==> src/rtl/mul_controller.sv <==
// Control FSM for the repeated-addition multiplier: loads A then B over the shared
// data_in bus, accumulates until B reaches zero, with abort and an iteration timeout.
module mul_controller #(
    parameter int unsigned W        = 16,
    parameter int unsigned MAX_ITER = 65535
) (
    input  logic         clk,
    input  logic         rst,
    input  logic         start,
    input  logic         abort,
    input  logic         eqz,
    output logic         LdA,
    output logic         LdB,
    output logic         LdP,
    output logic         clrP,
    output logic         decB,
    output logic         op_sel,
    output logic         ready,
    output logic         done,
    output logic         err,
    output logic [W-1:0] iter_cnt
);

    typedef enum logic [2:0] {
        StIdle,
        StLdA,
        StLdB,
        StAdd,
        StDone
    } state_e;

    localparam logic [W-1:0] MaxIter = W'(MAX_ITER);
    localparam logic [W-1:0] IterOne = W'(1);

    state_e         state_q, state_d;
    logic [W-1:0]   iter_cnt_q, iter_cnt_d;
    logic           err_q, err_d;

    always_ff @(posedge clk or posedge rst) begin
        if (rst) begin
            state_q    <= StIdle;
            iter_cnt_q <= '0;
            err_q      <= 1'b0;
        end else begin
            state_q    <= state_d;
            iter_cnt_q <= iter_cnt_d;
            err_q      <= err_d;
        end
    end

    always_comb begin
        state_d    = state_q;
        iter_cnt_d = iter_cnt_q;
        err_d      = err_q;
        LdA        = 1'b0;
        LdB        = 1'b0;
        LdP        = 1'b0;
        clrP       = 1'b0;
        decB       = 1'b0;
        op_sel     = 1'b0;
        ready      = 1'b0;
        done       = 1'b0;

        case (state_q)
            StIdle: begin
                ready = 1'b1;
                if (start && !abort) begin
                    state_d    = StLdA;
                    iter_cnt_d = '0;
                    err_d      = 1'b0;
                end
            end
            StLdA: begin
                if (abort) begin
                    state_d = StIdle;
                end else begin
                    LdA     = 1'b1;
                    state_d = StLdB;
                end
            end
            StLdB: begin
                op_sel = 1'b1;
                if (abort) begin
                    state_d = StIdle;
                end else begin
                    LdB     = 1'b1;
                    clrP    = 1'b1;
                    state_d = StAdd;
                end
            end
            StAdd: begin
                // Add strobes are Mealy on eqz so a zero multiplier performs no add.
                if (abort) begin
                    state_d = StIdle;
                end else if (eqz) begin
                    state_d = StDone;
                end else if (iter_cnt_q < MaxIter) begin
                    LdP        = 1'b1;
                    decB       = 1'b1;
                    iter_cnt_d = iter_cnt_q + IterOne;
                end else begin
                    err_d   = 1'b1;
                    state_d = StDone;
                end
            end
            StDone: begin
                done    = 1'b1;
                state_d = StIdle;
            end
            default: begin
                state_d = StIdle;
            end
        endcase
    end

    assign err      = err_q;
    assign iter_cnt = iter_cnt_q;

endmodule
==> config.mk <==
export PLATFORM = sky130hd
export DESIGN_NAME = mul_controller
export DESIGN_NICKNAME = d
export VERILOG_FILES = /design/src/rtl/mul_controller.sv
export SDC_FILE = /design/constraint.sdc
export NUM_CORES = 1
export LEC_CHECK = 0
export CAP_MARGIN = 5
export CORE_UTILIZATION = 50
export DETAILED_ROUTE_END_ITERATION = 7
export GPL_TIMING_DRIVEN = 0
export PLACE_DENSITY_LB_ADDON = 0.05
export SLEW_MARGIN = 30
export SYNTH_ARGS = -nofsm -noshare
export SYNTH_HDL_FRONTEND = slang
export SYNTH_SLANG_ARGS = --single-unit
==> constraint.sdc <==
create_clock -name clk -period 9.4 [get_ports clk]
set_input_delay 2.82 -clock clk [delete_from_list [all_inputs] [get_ports clk]]
set_output_delay 2.82 -clock clk [all_outputs]
set_load 0.01 [all_outputs]
==> metrics.txt <==
relative slew slack 49.67%; gpl congestion about 0.79; Max clock buf depth 2; Setup crit start kind input pin; Hold-fix buffers, CTS 0; pin count of the biggest net entering global routing 21; most frequent cells in the layout 29 x clkdlybuf4s50_1, 20 x dfrtp_1, 15 x o21ai_0; Max Cap Violations 0; sequential share of the synthesized area between 40 and 50%; Std-Cell Rows 16; yosys warns 0; die area between 2000 and 2500 um^2; post-synth top area share a little under half; Synth Cell Area 1111 um^2; hpwl dp approximately 1900 um; most common cell after layout, fill and taps aside clkdlybuf4s50_1; skew final slightly above 6 ps; required time of the critical path ~6600 ps; Mapped Avg Cell Area just under 9 um^2; die width ~50 um; most used cell, CP clkdlybuf4s50_1; height of the die between 40 and 50 um; Iteration-0 DRC Markers 30; RSZ-0062 raised after global routing false; Vias about 1100; Final nets between 150 and 200; worst path bufs/invs 6; CP max FO 11; Post-CTS Setup Bufs 0; Initial Utilization between 50% and 60%; CP peak stage delay ~540 ps; Worst EP arrival 5230 ps; first-pass GRT wire length ~4600 um; Final Hold Fails 0; GRT Overall Usage between 20% and 30%; Yosys cell types 36; Post-Syn Instances 126; worst slew pin tran 754.1 ps; WHS ~500 ps; Via-to-Cell Ratio roughly 6; clk sink count 20; maximum VDD drop about 0.093 mV; Final period util 85.59%; routed wire length about 2700 um; post_cts resized 0; root buffer cell clkbuf_4; grt ovf 0; setup TNS 0 ps; IO Count 30; Layout area overhead 31.19%; fill count approximately 180; cells along the critical path clkdlybuf4s50_1 > or4_1 > buf_2 > or2_4 > inv_2 > buf_6 > buf_4 > clkdlybuf4s50_1; Yosys reg bits 20; fmax between 100 and 150 MHz; TritonCTS clock tree done; Final setup viols 0; syn_nets between 100 and 150; wire length per cell 14.66 um; Slowest cell on crit path or4_1; P per Cell Area ~110 nW/um^2; dominant cells by area after synthesis dfrtp_1 45%, o21ai_0 6.8%, nand2_1 4.7%, nand3_1 4.1%, nand4_1 3.4%; Residual DRC 0; number of global-route vias before repair 1022; nature of the critical path endpoint primary output; CTS buffer count 3; CP Class input pin to primary output; family with the most delay on the worst path buffers and inverters; worst hold path class register to register; layout cell share with drive strength beyond 1 a little over 8%; Final min period just over 8000 ps; core area 2022 um^2; H-tree depth 1; cell taking the most area after synthesis dfrtp_1; max-slew violation count 0; clock latency at the later pin of the worst-skew pair ~300 ps; leakage power approximately 0.6 nW; ANT cells 0; Pre-Repair DR Iteration Count 4; initial antenna violation count 0; clock-pin slew on the worst setup and hold paths roughly 110 ps; status finished, final reports clean; PortBufs 29; antenna viol nets, final 0
## layout make-up
type                    instances  area [um^2]  area share, %
plain buffers                   7        51.30          3.519
clock buffers                   3        22.52          1.545
inverters                       3        11.26         0.7725
multi-input cells              96        548.0          37.60
flip-flops and latches         20        500.5          34.33
well taps                      27        33.78          2.318
repair buffers                 29        290.3          19.91
## routing by layer
metal	vias to the layer above	track usage [%]	routed length, um
li1	527	-	-
met1	523	34.75	1235
met3	5	3.115	152
met2	36	40.87	1296
met5	-	0	0
met4	0	5.882	28
## where the power goes
group          internal (W)  switching (W)  total [W]
combinational     0.0000155      0.0000154  0.0000309
clock             0.0000149      0.0000257  0.0000406
sequential        0.0000888     0.00000357  0.0000924
## synthesized netlist by cell type
library cell,instances
or2_4,1
and3_1,2
buf_4,2
o211ai_1,1
a21o_1,4
nand3_1,9
nor3_1,6
and4_1,1
dfrtp_1,20
clkbuf_1,1
or4_1,2
nor2_1,10
or2_2,1
buf_6,2
a211oi_1,1
inv_1,2
buf_2,2
ha_1,1
a221o_1,1
inv_2,1
a311oi_1,1
nand2b_1,1
nor4_2,1
nor4b_1,1
nor3b_1,1
o21ai_0,15
nand2_1,14
nor4_1,3
o21a_1,1
o21ai_1,2
nor2b_1,1
nand4_1,6
a21oi_1,1
o31ai_1,4
and2_1,2
xnor2_1,2
## cells by family after synthesis
logic type                 after synthesis  share of synthesized area, %
DFF                                     20                         45.05
and+or+nand+nor                         62                         29.39
buffers and inverters                   10                         5.630
AOI/OAI and AO/OA                       31                         17.23
xor gates and xnor gates                 2                         1.577
adders and majority gates                1                         1.126
## worst reg2reg max path: cells and delay by family (launching register included)
family / cells / cell delay, ps
and+or+nand+nor: 2 / 830
adders and majority gates: 1 / 240
DFF: 1 / 470
buffers and inverters: 1 / 390
AOI/OAI and AO/OA: 3 / 570
## per-stage QoR
stage	util, %	power (W)	setup slack (ps)	cell area, um^2	instances
3_5_place_dp	70.98	0.0001252	1384	1435	182
4_1_cts	72.09	0.0001638	1364	1458	185
6_report	72.09	0.0001638	1355	1458	185
3_3_place_gp	70.98	0.0001244	1392	1435	182
5_1_grt	72.09	0.0001710	1274	1458	185
2_1_floorplan	-	0.0001096	2516	1111	126
## sequential cells by signal, summed over array words and instances (netlist names)
| name | flops |
|---|---|
| iter_cnt | 16 |
| state_q | 3 |
| err | 1 |
## path summary, 6_finish.rpt
path | from | to | slack, ps | cells past startpoint
max | abort | decB | 1350 | 8
min | err | err | 500 | 2
max reg2reg | iter_cnt[0] | iter_cnt[12] | 6820 | 7
min reg2reg | err | err | 500 | 2
max in group asynchronous | rst | iter_cnt[15] | 5980 | 2
min in group asynchronous | rst | iter_cnt[2] | 2940 | 2
Power figures use the tool's default switching activity.
